File: src/rtl/tsc_serial_receiver.sv
// -----------------------------------------------------------------------------
// tsc_serial_receiver
//   Host-side receiver for the trigger surround cache serial readout.
//   After an arm pulse it waits for the cache trigger, latches the trigger
//   timestamp, requests the buffer with a one-cycle sbf pulse, then
//   deserialises start-bit framed bytes (MSB first) from sd into a local
//   sample RAM until the cache signals completion on cd.
//   Error conditions (overflow, framing, timeout) raise a sticky err flag
//   that is cleared only by the next arm or by reset.
// -----------------------------------------------------------------------------
module tsc_serial_receiver #(
  parameter int unsigned DEPTH   = 32,
  parameter int unsigned TIMEOUT = 1024,
  localparam int unsigned AW     = $clog2(DEPTH),
  localparam int unsigned TW     = $clog2(TIMEOUT + 1)
) (
  input  logic          clk_i,
  input  logic          reset_i,
  input  logic          arm_i,
  input  logic          trd_i,
  input  logic [31:0]   trigtm_i,
  input  logic          sd_i,
  input  logic          cd_i,
  output logic          sbf_o,
  input  logic [AW-1:0] rd_addr_i,
  output logic [7:0]    rd_data_o,
  output logic [31:0]   trig_time_o,
  output logic [AW:0]   byte_count_o,
  output logic          busy_o,
  output logic          done_o,
  output logic          err_o
);

  // Capture sequencing states
  typedef enum logic [2:0] {
    S_IDLE  = 3'd0,
    S_ARMED = 3'd1,
    S_REQ   = 3'd2,
    S_WAIT  = 3'd3,
    S_SHIFT = 3'd4,
    S_DONE  = 3'd5
  } state_e;

  // byte_count value at which the sample RAM is full
  localparam logic [AW:0]   CNT_FULL = (AW + 1)'(DEPTH);
  // Last WAIT cycle allowed before the capture is aborted
  localparam logic [TW-1:0] TMO_LAST = TW'(TIMEOUT - 1);

  state_e        state_q, state_d;
  logic [31:0]   trig_time_q, trig_time_d;
  logic [AW:0]   byte_count_q, byte_count_d;
  logic [6:0]    sreg_q, sreg_d;       // first seven data bits of the byte in flight
  logic [2:0]    bit_cnt_q, bit_cnt_d; // data bits already received in SHIFT
  logic [TW-1:0] tmo_q, tmo_d;         // idle cycles spent waiting for a start bit or cd
  logic          sbf_q, sbf_d;
  logic          busy_q, busy_d;
  logic          done_q, done_d;
  logic          err_q, err_d;

  // Sample RAM write port, driven from the deserialiser
  logic          mem_we;
  logic [AW-1:0] mem_waddr;
  logic [7:0]    mem_wdata;

  logic [7:0]    mem_q [DEPTH];
  logic [7:0]    rd_data_q;

  // Next-state, flag and RAM-write decode for the capture sequencer
  always_comb begin
    state_d      = state_q;
    trig_time_d  = trig_time_q;
    byte_count_d = byte_count_q;
    sreg_d       = sreg_q;
    bit_cnt_d    = bit_cnt_q;
    sbf_d        = 1'b0;
    done_d       = done_q;
    err_d        = err_q;
    mem_we       = 1'b0;
    mem_waddr    = byte_count_q[AW-1:0];
    mem_wdata    = {sreg_q, sd_i};

    case (state_q)
      S_IDLE: begin
        if (arm_i) begin
          state_d      = S_ARMED;
          done_d       = 1'b0;
          err_d        = 1'b0;
          byte_count_d = {(AW + 1){1'b0}};
        end else begin
          state_d = S_IDLE;
        end
      end

      S_ARMED: begin
        // sd and cd are meaningless before the buffer is requested
        if (trd_i) begin
          trig_time_d = trigtm_i;
          state_d     = S_REQ;
          sbf_d       = 1'b1; // sbf_q is high exactly while in REQ
        end else begin
          state_d = S_ARMED;
        end
      end

      S_REQ: begin
        state_d = S_WAIT;
      end

      S_WAIT: begin
        // cd has priority over a coincident start bit, and a start bit on
        // the last allowed cycle still beats the timeout
        if (cd_i) begin
          state_d = S_DONE;
          done_d  = 1'b1;
        end else if (sd_i) begin
          state_d   = S_SHIFT;
          bit_cnt_d = 3'd0;
          if (byte_count_q == CNT_FULL) begin
            // Byte will still be shifted in, but has nowhere to go
            err_d = 1'b1;
          end else begin
            err_d = err_q;
          end
        end else if (tmo_q == TMO_LAST) begin
          state_d = S_DONE;
          done_d  = 1'b1;
          err_d   = 1'b1;
        end else begin
          state_d = S_WAIT;
        end
      end

      S_SHIFT: begin
        // Every cycle here receives a bit and restarts the timeout, so
        // only cd can end the byte early
        if (cd_i) begin
          state_d = S_DONE;
          done_d  = 1'b1;
          err_d   = 1'b1;
        end else begin
          sreg_d    = {sreg_q[5:0], sd_i};
          bit_cnt_d = bit_cnt_q + 3'd1;
          if (bit_cnt_q == 3'd7) begin
            state_d = S_WAIT;
            if (byte_count_q != CNT_FULL) begin
              mem_we       = 1'b1;
              byte_count_d = byte_count_q + {{AW{1'b0}}, 1'b1};
            end else begin
              byte_count_d = byte_count_q;
            end
          end else begin
            state_d = S_SHIFT;
          end
        end
      end

      S_DONE: begin
        if (arm_i) begin
          state_d      = S_ARMED;
          done_d       = 1'b0;
          err_d        = 1'b0;
          byte_count_d = {(AW + 1){1'b0}};
        end else begin
          state_d = S_DONE;
        end
      end

      default: begin
        state_d = S_IDLE;
        done_d  = 1'b0;
        err_d   = 1'b0;
      end
    endcase

    busy_d = (state_d == S_ARMED) || (state_d == S_REQ) ||
             (state_d == S_WAIT)  || (state_d == S_SHIFT);
  end

  // Timeout counter: runs only while idling in WAIT, restarts on any state change
  always_comb begin
    if ((state_d != state_q) || (state_q != S_WAIT)) begin
      tmo_d = {TW{1'b0}};
    end else begin
      tmo_d = tmo_q + TW'(1);
    end
  end

  // Sequencer state and registered outputs, synchronous reset
  always_ff @(posedge clk_i) begin
    if (reset_i) begin
      state_q      <= S_IDLE;
      trig_time_q  <= 32'h0000_0000;
      byte_count_q <= {(AW + 1){1'b0}};
      sreg_q       <= 7'd0;
      bit_cnt_q    <= 3'd0;
      tmo_q        <= {TW{1'b0}};
      sbf_q        <= 1'b0;
      busy_q       <= 1'b0;
      done_q       <= 1'b0;
      err_q        <= 1'b0;
    end else begin
      state_q      <= state_d;
      trig_time_q  <= trig_time_d;
      byte_count_q <= byte_count_d;
      sreg_q       <= sreg_d;
      bit_cnt_q    <= bit_cnt_d;
      tmo_q        <= tmo_d;
      sbf_q        <= sbf_d;
      busy_q       <= busy_d;
      done_q       <= done_d;
      err_q        <= err_d;
    end
  end

  // Sample RAM write; a byte completing in the reset cycle is discarded
  always_ff @(posedge clk_i) begin
    if (mem_we && !reset_i) begin
      mem_q[mem_waddr] <= mem_wdata;
    end
  end

  // Registered host read port, one cycle of latency
  always_ff @(posedge clk_i) begin
    if (reset_i) begin
      rd_data_q <= 8'h00;
    end else begin
      rd_data_q <= mem_q[rd_addr_i];
    end
  end

  assign sbf_o        = sbf_q;
  assign rd_data_o    = rd_data_q;
  assign trig_time_o  = trig_time_q;
  assign byte_count_o = byte_count_q;
  assign busy_o       = busy_q;
  assign done_o       = done_q;
  assign err_o        = err_q;

endmodule
File: config.mk
export PLATFORM = sky130hd
export DESIGN_NAME = tsc_serial_receiver
export DESIGN_NICKNAME = d
export VERILOG_FILES = /design/src/rtl/tsc_serial_receiver.sv
export SDC_FILE = /design/constraint.sdc
export NUM_CORES = 1
export LEC_CHECK = 0
export CAP_MARGIN = 15
export CORE_MARGIN = 5
export CORE_UTILIZATION = 45
export DETAILED_ROUTE_END_ITERATION = 12
export HOLD_SLACK_MARGIN = 0.06
export PLACE_DENSITY = 0.62
export SETUP_SLACK_MARGIN = 0.1
export SLEW_MARGIN = 15
export SYNTH_ARGS = -nofsm -noshare
export SYNTH_HDL_FRONTEND = slang
export SYNTH_SLANG_ARGS = --single-unit
File: constraint.sdc
create_clock -name clk_i -period 2.6 [get_ports clk_i]
set_clock_uncertainty 0.15 [all_clocks]
set_input_delay 0.52 -clock clk_i [delete_from_list [all_inputs] [get_ports clk_i]]
set_output_delay 0.52 -clock clk_i [all_outputs]
set_load 0.005 [all_outputs]
==> results of run 1 <==
-- state kept, by name (all words and copies together) (netlist names), 3 cells and up --
register	cells
bit_cnt_q	3
byte_count_o	6
mem_q	256
rd_data_o	8
sreg_q	7
state_q	3
tmo_q	11
trig_time_o	32
-- final cells by class --
cell class              instances  share of cell area
well taps                     378              0.0298
multi-input cells             398               0.214
inverters                       8             0.00189
clock inverters                14              0.0105
flip-flops and latches        330               0.578
repair buffers                175               0.104
clock buffers                  50              0.0616
-- per-layer routing --
metal,GRT usage,wire length [µm]
met5,0,0
met4,0.0313,370
met3,0.0466,2410
met2,0.285,13400
met1,0.274,12900
-- cells in the final DEF, fill, tap and decap left out, drive strengths merged, types with 4 or more instances in the layout --
cell,n
edfxtp,256
nand2,91
clkdlybuf4s50,88
buf,87
dfxtp,74
mux4,72
nor2,61
clkbuf,50
a21oi,49
inv,9
a2111oi,9
o22ai,8
nand2b,7
nand3b,7
nand3,7
xnor2,7
ha,7
clkinv,7
or3,6
a211oi,6
nor2b,6
xor2,5
mux2i,5
and3,4
o21ai,4
-- stage by stage --
stage | TNS [ns] | hold slack (ns) | total power [mW]
3_3_place_gp | -27.36 | 0.291 | 6.32
4_1_cts | 0 | 0.304 | 11.2
5_1_grt | 0 | 0.324 | 11.5
3_5_place_dp | -30.33 | 0.296 | 6.32
6_report | 0 | 0.303 | 11.1
2_1_floorplan | 0 | 0.280 | 6.06
-- kinds of logic (layout without fill, tap and decap cells) --
kind of cell    count (synthesis)  count (layout)  synth area share
mux                            77              77             0.130
flops                         330             330             0.714
simple gates                  210             210            0.0745
buf+inv                        49             247            0.0207
xor+xnor                       12              12           0.00819
fa+ha+maj                       7               7           0.00682
compound gates                 92              92            0.0451
-- path summary, 6_finish.rpt --
| check | startpoint | endpoint | slack [ns] | cells past startpoint |
|---|---|---|---|---|
| max | byte_count_o[2]$_SDFFE_PP0P_ | byte_count_o[2] | 0.34 | 2 |
| min | trig_time_o[6]$_SDFFE_PP0P_ | trig_time_o[6]$_SDFFE_PP0P_ | 0.30 | 2 |
| max reg2reg | byte_count_o[0]$_SDFFE_PP0P_ | mem_q[31][2]$_DFFE_PP_ | 0.35 | 9 |
| min reg2reg | trig_time_o[6]$_SDFFE_PP0P_ | trig_time_o[6]$_SDFFE_PP0P_ | 0.30 | 2 |
-- power by group through the flow --
stage / sequential (mW) / clock (mW) / combinational, mW
floorplan: 5.79 / 0 / 0.271
global placement: 5.78 / 0 / 0.538
detailed placement: 5.78 / 0 / 0.538
CTS: 5.67 / 4.98 / 0.540
global route: 5.67 / 5.22 / 0.580
finish: 5.67 / 4.89 / 0.535
-- tightest hold or removal path: cells and delay by family, from the launching register on --
family,cells,cell delay [ns]
compound gates,1,0.05
flops,1,0.31
simple gates,1,0.05
==> impl_metrics.tcl, run 1 <==
set metrics [dict create \
    worst_path_dominant_cell_family "buffers and inverters" \
    postLayoutCellArea_um2 15900 \
    grt.total_usage 0.185 \
    die_w_um 179 \
    cp_slowest_stage_delay_ns 0.54 \
    cts_resized 0 \
    die_y_um 179 \
    die-area_um2 32000 \
    dp_hpwl_um 19000 \
    path_class "reg -> out" \
    p_sw_frac 0.200 \
    tritoncts "built" \
    max_freq_mhz 443 \
    drt_iter0_markers 559 \
    syn_area_um2 12800 \
    ys_types 52 \
    synthTopCellsByArea "edfxtp_1 (60%), mux4_2 (13%), dfxtp_1 (12%)" \
    clk_pin_slew_ns 0.06 \
    synth_common_cells "edfxtp_1 (256), nand2_1 (91), dfxtp_1 (74), mux4_2 (72), nor2_1 (61)" \
    slew_headroom 0.479 \
    async_reset_ff_frac 0 \
    worstSkewPairLatency_ns 0.51 \
    seq_area_um2 9170 \
    grt_max_degree 62 \
    core_um2 27900 \
    comb_power_share 0.048 \
    clk_path_buf_depth 3 \
    status "finished clean" \
    diodes 0 \
    drt_wl_total_um 29100 \
    synthCells 777 \
    rsz0062_at_grt "false" \
    crit_chain "buf_4 -> clkdlybuf4s50_1" \
    required_ns 1.93 \
    intPower_mw 8.87 \
    synthFlopType "edfxtp_1" \
    start_util 0.459 \
    drive_gt1_frac 0.225 \
    yosysTopAreaCell "edfxtp_1" \
    syn_area_per_cell_um2 16.5 \
    gp_congestion 0.808 \
    clock-sinks 330 \
    io_buffers 92 \
    root_buffer "clkbuf_16" \
    finalMaxSlewViolations 0 \
    slowest_stage "clkdlybuf4s50_1" \
    wl_per_cell_um 21.5 \
    arrival_ns 1.59 \
    crit_fanout 12 \
    htree_levels 2 \
    num_rows 61 \
    powerDensity_nw_per_um2 699 \
    hold_buffers 0 \
    grt_pass1_vias 7459 \
    setup_violations 0 \
    finalWorstSetupSlack_ns 0.343 \
    numCtsBuffers 35 \
    ys_seq_elements 330 \
    postCtsSetupBuffers 0 \
    post_drt_via_cell_ratio 5.42 \
    synth_most_common_cell "edfxtp_1" \
    grt_overflow_total 0 \
    syn_to_final_growth_pct 23.7 \
    critPathLaunchType "flop" \
    timing.critical_path.buf_inv 2 \
    ir_worst_vdd_mv 0.389 \
    pin_count 93 \
    cap_viol_max_count 0 \
    drcViolationCount 0 \
    syn_nets 827 \
    synth_edf_count 256 \
    post-place-ws_ns -0.148 \
    cellLeakagePower_nw 5.33 \
    grt_pass1_wl_um 44600 \
    ys_warn_count 0 \
    synth_top_area_share 0.599 \
    pwr-share-clk 0.440 \
    utilization 0.568 \
    worstMarginPinSlew_ns 0.762 \
    yosysSeqAreaShare 0.714 \
    crit_path_end_kind "primary output" \
    antenna_found_initial 0 \
    p_switching_mw 2.22 \
    nFillCells 2223 \
    vias 7328 \
    multi_input_area_um2 3400 \
    hold_violations 0 \
    postPlaceCellArea_um2 14700 \
    seq_power_share 0.511 \
    dp_cells 1289 \
    min_path_type "reg -> reg" \
    finalCritPeriodShare 0.868 \
    route.antenna.remaining_nets 0 \
    drt_first_pass_iters 5 \
    period_needed_ns 2.26 \
    instances_no_fill 1353 \
    nets 998 \
]
No activity file was read; power rests on OpenSTA's default activity.
==> run 2, diff against run 1 <==
--- a/config.mk
+++ b/config.mk
@@ -6,7 +6,7 @@
 export NUM_CORES = 1
 export LEC_CHECK = 0
 export CAP_MARGIN = 15
-export CORE_MARGIN = 5
+export CORE_MARGIN = 8
 export CORE_UTILIZATION = 45
 export DETAILED_ROUTE_END_ITERATION = 12
 export HOLD_SLACK_MARGIN = 0.06
==> run 2 against run 1 <==
  * Clock power fell by 2%
  * Critical path depth is 7 higher
  * Sequential power is essentially flat
  * Global-route usage down 0.98 points
  * Maximum frequency fell by 2.2%
  * Utilization shrank 1.1 points
  * Hold slack worse by 0.0037 ns
  * Final area shrank 0.30%
  * Cell count is 0.15% higher
  * Sequential share of layout area grew 0.19 points
  * Flip-flop and latch count stayed put
  * Highest routed layer unchanged
==> impl_metrics.tcl, run 2 (synthesis gave the netlist of run 1 again) <==
set metrics [dict create \
    die_y_um 185 \
    grt_pass1_vias 7444 \
    min_path_type "reg -> reg" \
    layout_common_cells "edfxtp_1 (256), nand2_1 (91), clkdlybuf4s50_1 (88), mux4_2 (72), dfxtp_1 (72)" \
    syn_to_final_growth_pct 23.3 \
    regMostFlops "mem_q" \
    wl_per_cell_um 21.9 \
    worstSkewPairLatency_ns 0.51 \
    drt_iter0_markers 542 \
    htree_levels 2 \
    root_buffer "clkbuf_16" \
    rsz0062_at_grt "false" \
    finalMaxSlewViolations 0 \
    total_power_mw 11.0 \
    required_ns 2.65 \
    pin_count 93 \
    path_class "reg -> reg" \
    postLayoutCellArea_um2 15800 \
    grt_overflow_total 0 \
    antenna_found_initial 0 \
    dp_cells 1291 \
    clock-sinks 330 \
    grt_max_degree 38 \
    io_buffers 92 \
    gp_congestion 0.824 \
    grt_pass1_wl_um 45400 \
    num_rows 62 \
    arrival_ns 2.36 \
    largest_register_ffs 256 \
    hold_violations 0 \
    multi_input_area_um2 3400 \
    postCtsSetupBuffers 0 \
    hold_buffers 0 \
    instances_no_fill 1355 \
    die-area_um2 34200 \
    cellLeakagePower_nw 5.31 \
    powerDensity_nw_per_um2 695 \
    final_common_cell "edfxtp_1" \
    drive_gt1_frac 0.223 \
    max_freq_mhz 433 \
    worstMarginPinSlew_ns 0.838 \
    dp_hpwl_um 19200 \
    numCtsBuffers 36 \
    post_drt_via_cell_ratio 5.32 \
    status "finished clean" \
    crit_fanout 8 \
    route.antenna.remaining_nets 0 \
    die_w_um 185 \
    setup_violations 0 \
    clk_pin_slew_ns 0.06 \
    finalCritPeriodShare 0.887 \
    diodes 0 \
    critPathLaunchType "flop" \
    slew_headroom 0.441 \
    nets 995 \
    nFillCells 2276 \
    drcViolationCount 0 \
    ir_worst_vdd_mv 0.414 \
    period_needed_ns 2.31 \
    clk_path_buf_depth 3 \
    cts_resized 0 \
    start_util 0.452 \
    vias 7203 \
    drt_wl_total_um 29700 \
    grt.total_usage 0.176 \
    crit_path_end_kind "flop" \
    core_um2 28400 \
    tns_ns 0 \
    utilization 0.557 \
    tritoncts "built" \
    drt_first_pass_iters 5 \
    seq_area_um2 9170 \
    postPlaceCellArea_um2 14700 \
    cap_viol_max_count 0 \
]
## run 2: cell count changes in the layout (fill, tap and decap cells not counted), moves of 2 or more
cell / delta
buf_4: -4
clkinv_2: +3
bufinv_16: -2
clkbuf_8: +2
clkinv_4: +2
clkinvlp_4: -2
dfxtp_1: -2
dfxtp_2: +2
## run 2: area by class of cell
type / count / share of cell area
clock buffer: 50 / 0.0641
clock inverter: 14 / 0.00648
inverter: 8 / 0.00190
multi-input combinational: 398 / 0.215
sequential: 330 / 0.580
tap: 384 / 0.0304
timing repair buffer: 171 / 0.103
## run 2: critical path, stage by stage (launching register included)
cell and delay, ns:
dfxtp_1 0.32, inv_1 0.08, ha_1 0.24, and3_1 0.21
nor4b_2 0.28, buf_4 0.17, nand2_1 0.08, buf_12 0.16
nor2_1 0.13, buf_4 0.19
## run 2: worst paths after layout
kind,from,to,slack [ns],depth (start not counted)
setup / recovery,byte_count_o[0]$_SDFFE_PP0P_,mem_q[21][5]$_DFFE_PP_,0.29,9
hold / removal,trig_time_o[7]$_SDFFE_PP0P_,trig_time_o[7]$_SDFFE_PP0P_,0.30,2
setup reg to reg,byte_count_o[0]$_SDFFE_PP0P_,mem_q[21][5]$_DFFE_PP_,0.29,9
hold reg to reg,trig_time_o[7]$_SDFFE_PP0P_,trig_time_o[7]$_SDFFE_PP0P_,0.30,2
## run 2: power breakdown
group          switching, mW  internal (mW)  leakage, nW
registers             0.0166           5.65         3.04
logic                  0.250          0.279         1.72
clock network           1.97           2.83        0.545
total                   2.23           8.76         5.31
## run 2: stage by stage
step	hold WS, ns	worst slack (ns)
after floorplan	0.280	0.122
after global placement	0.292	-0.129
after detailed placement	0.297	-0.157
after CTS	0.305	0.287
after global routing	0.319	0.173
final	0.299	0.293
## run 2: layer usage
layer,track usage,up-vias,part of all wire
met4,0.0480,0,0.024
met5,0,-,0
met3,0.0430,54,0.065
met1,0.246,3582,0.45
li1,-,3338,-
met2,0.271,229,0.46
==> run 3, diff against run 2 <==
--- a/config.mk
+++ b/config.mk
@@ -12,7 +12,6 @@
 export HOLD_SLACK_MARGIN = 0.06
 export PLACE_DENSITY = 0.62
 export SETUP_SLACK_MARGIN = 0.1
-export SLEW_MARGIN = 15
 export SYNTH_ARGS = -nofsm -noshare
 export SYNTH_HDL_FRONTEND = slang
 export SYNTH_SLANG_ARGS = --single-unit
==> results of run 3 <==
Same layout as run 2: the final DEF is identical, and so are final timing and power.
==> variant: new RTL, settings of run 1 <==
Remove the register `rd_data_q`: a continuous assignment takes its place, so the output `rd_data_o` follows one clock earlier.
--- a/src/rtl/tsc_serial_receiver.sv
+++ b/src/rtl/tsc_serial_receiver.sv
@@ -221,11 +221,5 @@
 
   // Registered host read port, one cycle of latency
-  always_ff @(posedge clk_i) begin
-    if (reset_i) begin
-      rd_data_q <= 8'h00;
-    end else begin
-      rd_data_q <= mem_q[rd_addr_i];
-    end
-  end
+  assign rd_data_q = mem_q[rd_addr_i];
 
   assign sbf_o        = sbf_q;
Function: same outputs for any inputs over 10 cycles, from zero or initial values and one cycle with reset_i high; that may be too few to reach the edited logic, so the function may still have changed.
==> variant against run 1 <==
  * The run now ends with setup timing left
  * Count of clock-buffer cells in the layout decreased by 3
  * Die area decreased by 2.8%
  * Maximum frequency decreased by 16%
  * Sequential cell count decreased by 8
  * Worst hold slack got worse by 0.79 ps
  * Setup slack got worse by 420 ps
  * Area after synthesis decreased by 3.0%
  * Routed wire length increased by 4.0%
  * Power decreased by 1.7%
  * Utilization increased by 2.5 points
  * Cell area increased by 1.3%
  * Critical path depth increased by 6
==> variant: results (changes against run 1) <==
Status
  – Outcome: complete, but fails checks
  – Failing checks: setup timing

Finish
  – Number of fillers in the final layout: 2,020 (-9.1%)
  – NumNets Final: 1,029 (+3.1%)
  – Max FFs per register: 256 (unchanged)
  – Largest Register: mem_q
  – Antenna Cells: 0 (unchanged)
  – Area Growth Syn to Fin: 29.2%
  – Proportion of layout cells with a drive suffix above 1: 0.283 (+0.0580)

Synth
  – Sequential share of the synthesized area: 0.724 (+0.00932)
  – Commonest cells post-synth: 256 x edfxtp_1, 95 x nand2_1, 66 x dfxtp_1
  – Syn Nets: 824 (-0.36%)
  – Ys flop type: edfxtp_1
  – Ys Warns: 0 (unchanged)
  – Synth top area cells: edfxtp_1 62%, mux4_2 12%, dfxtp_1 11%, nand2_1 2.9%, a21oi_1 2.1%
  – Number of enable flip-flop cells after synthesis: 256 (unchanged)
  – Count of cell types in the netlist: 48 (-7.7%)

Routing
  – Uppermost layer routed: met4
  – Routed WL per cell: 22.0 um (+2.2%)
  – DR WL met2: 15,200 um (+14%)
  – Initial DRC count: 598 (+7.0%)
  – DRT Pass-1 Iters: 5 (unchanged)
  – Via count: 7,608 (+3.8%)
  – Met1 wire length: 12,200 um (-5.7%)
  – Met3 WL post-DR: 2000 um (-17%)

STA
  – Worst-margin pin slew: 645 ps (-117 ps)
  – Fin worst setup slack: -78.5 ps (-422 ps)
  – Final setup vio count: 6 (+6)

Global route
  – GRT Total Usage: 0.193 (+0.00796)
  – Largest net degree at the start of global routing: 52 (-16%)
  – Initial antenna violation count: 0 (unchanged)
  – First-pass GRT wire length: 46,100 um (+3.2%)
  – Number of global-route vias before repair: 7,845 (+5.2%)

Place
  – GP Congestion: 0.900 (+11%)
  – Number of port buffers: 92 (unchanged)
  – Post-place instance area: 14,400 um2 (-2.2%)
  – Final HPWL DP: 19,800 um (+4.1%)

Critical path
  – Setup slack, reg-to-reg: 390 ps (+40 ps)
  – Crit path max fanout: 7 (-5)
  – R2R Path End: mem_q[13][7]
  – Critical Path End: rd_data_o[5]
  – Worst reg2reg path depth: 9 (unchanged)
  – Slowest stage delay, CP: 380 ps (-160 ps)
  – Reg2reg start: byte_count_o[1]
  – Crit path max-delay family: buffers and inverters
  – Crit. Startpoint: rd_addr_i[0]
  – Critical path data arrival time: 2010 ps (+420 ps)
  – CP max stage cell: mux4_2

Power and ir drop
  – Max rail drop VDD: 434 uV (+12%)
  – NetSw: 2230 uW (+0.33%)
  – Leak: 0.00524 uW (-1.7%)

Clock tree
  – Worst-case clock buffer depth: 3 (unchanged)
  – Num CTS Buffers: 35 (unchanged)
  – Root Buffer: clkbuf_16
  – Reg clk slew, reported paths: around 50 ps
  – Clock H-tree levels: 2 (unchanged)

Hold path
  – Hold Path Class: register to register
## variant: worst min-delay path by stage
stage / cells past startpoint / slack [ps] / endpoint / start
floorplan: 1 / 280 / tmo_q[0] / tmo_q[0]
global placement: 1 / 290 / tmo_q[0] / tmo_q[0]
detailed placement: 2 / 300 / trig_time_o[9] / trig_time_o[9]
CTS: 2 / 300 / trig_time_o[23] / trig_time_o[23]
global route: 2 / 330 / trig_time_o[1] / trig_time_o[1]
finish: 2 / 300 / trig_time_o[23] / trig_time_o[23]
## variant: metrics by stage
stage,setup TNS [ps],setup slack (ps),std cells,total power (uW)
2_1_floorplan,0,141,774,5920
3_5_place_dp,-45250,-696,1287,6210
4_1_cts,-229,-63.7,1373,11000
3_3_place_gp,-37460,-570,1287,6190
6_report,-243,-78.5,1377,10900
5_1_grt,-414,-102,1377,11300
## variant: cell type report
type	count	area share
Sequential cell	322	0.560
Multi-Input combinational cell	400	0.216
Timing Repair Buffer	211	0.124
Clock buffer	47	0.0601
Tap cell	372	0.0289
Clock inverter	16	0.00879
Inverter	9	0.00210
## variant: logic make-up after synthesis
| group | share of synthesized area |
|---|---|
| buf+inv | 0.0174 |
| flops | 0.724 |
| simple gates | 0.0777 |
| compound gates | 0.0520 |
| xor+xnor | 0.00633 |
| fa+ha+maj | 0.00704 |
| mux | 0.116 |
## variant: routing by layer
metal  track usage  up-vias
met1         0.254     3863
met2         0.325      263
met4        0.0588        0
li1              -     3421
met3        0.0413       61
met5             0        -
## variant: worst min-delay path, delay by kind of cell (launching register included)
kind	cells	cell delay (ps)
DFF	1	300
and+or+nand+nor	1	50
AOI/OAI and AO/OA	1	50
## variant: what timing repair did
| item | in CTS | in global routing |
|---|---|---|
| setup endpoints to repair | 8 | 218 |
| pin swaps | 17 | 14 |
| resized for setup | 75 | 23 |
| gates cloned | 4 | 0 |
| buffers inserted | 19 | 6 |
## variant: power by group through the flow
stage               combinational, uW  sequential, uW  clock (uW)
floorplan                         262            5660           0
global placement                  531            5660           0
detailed placement                545            5660           0
CTS                               615            5550        4820
global route                      675            5550        5060
finish                            630            5550        4730
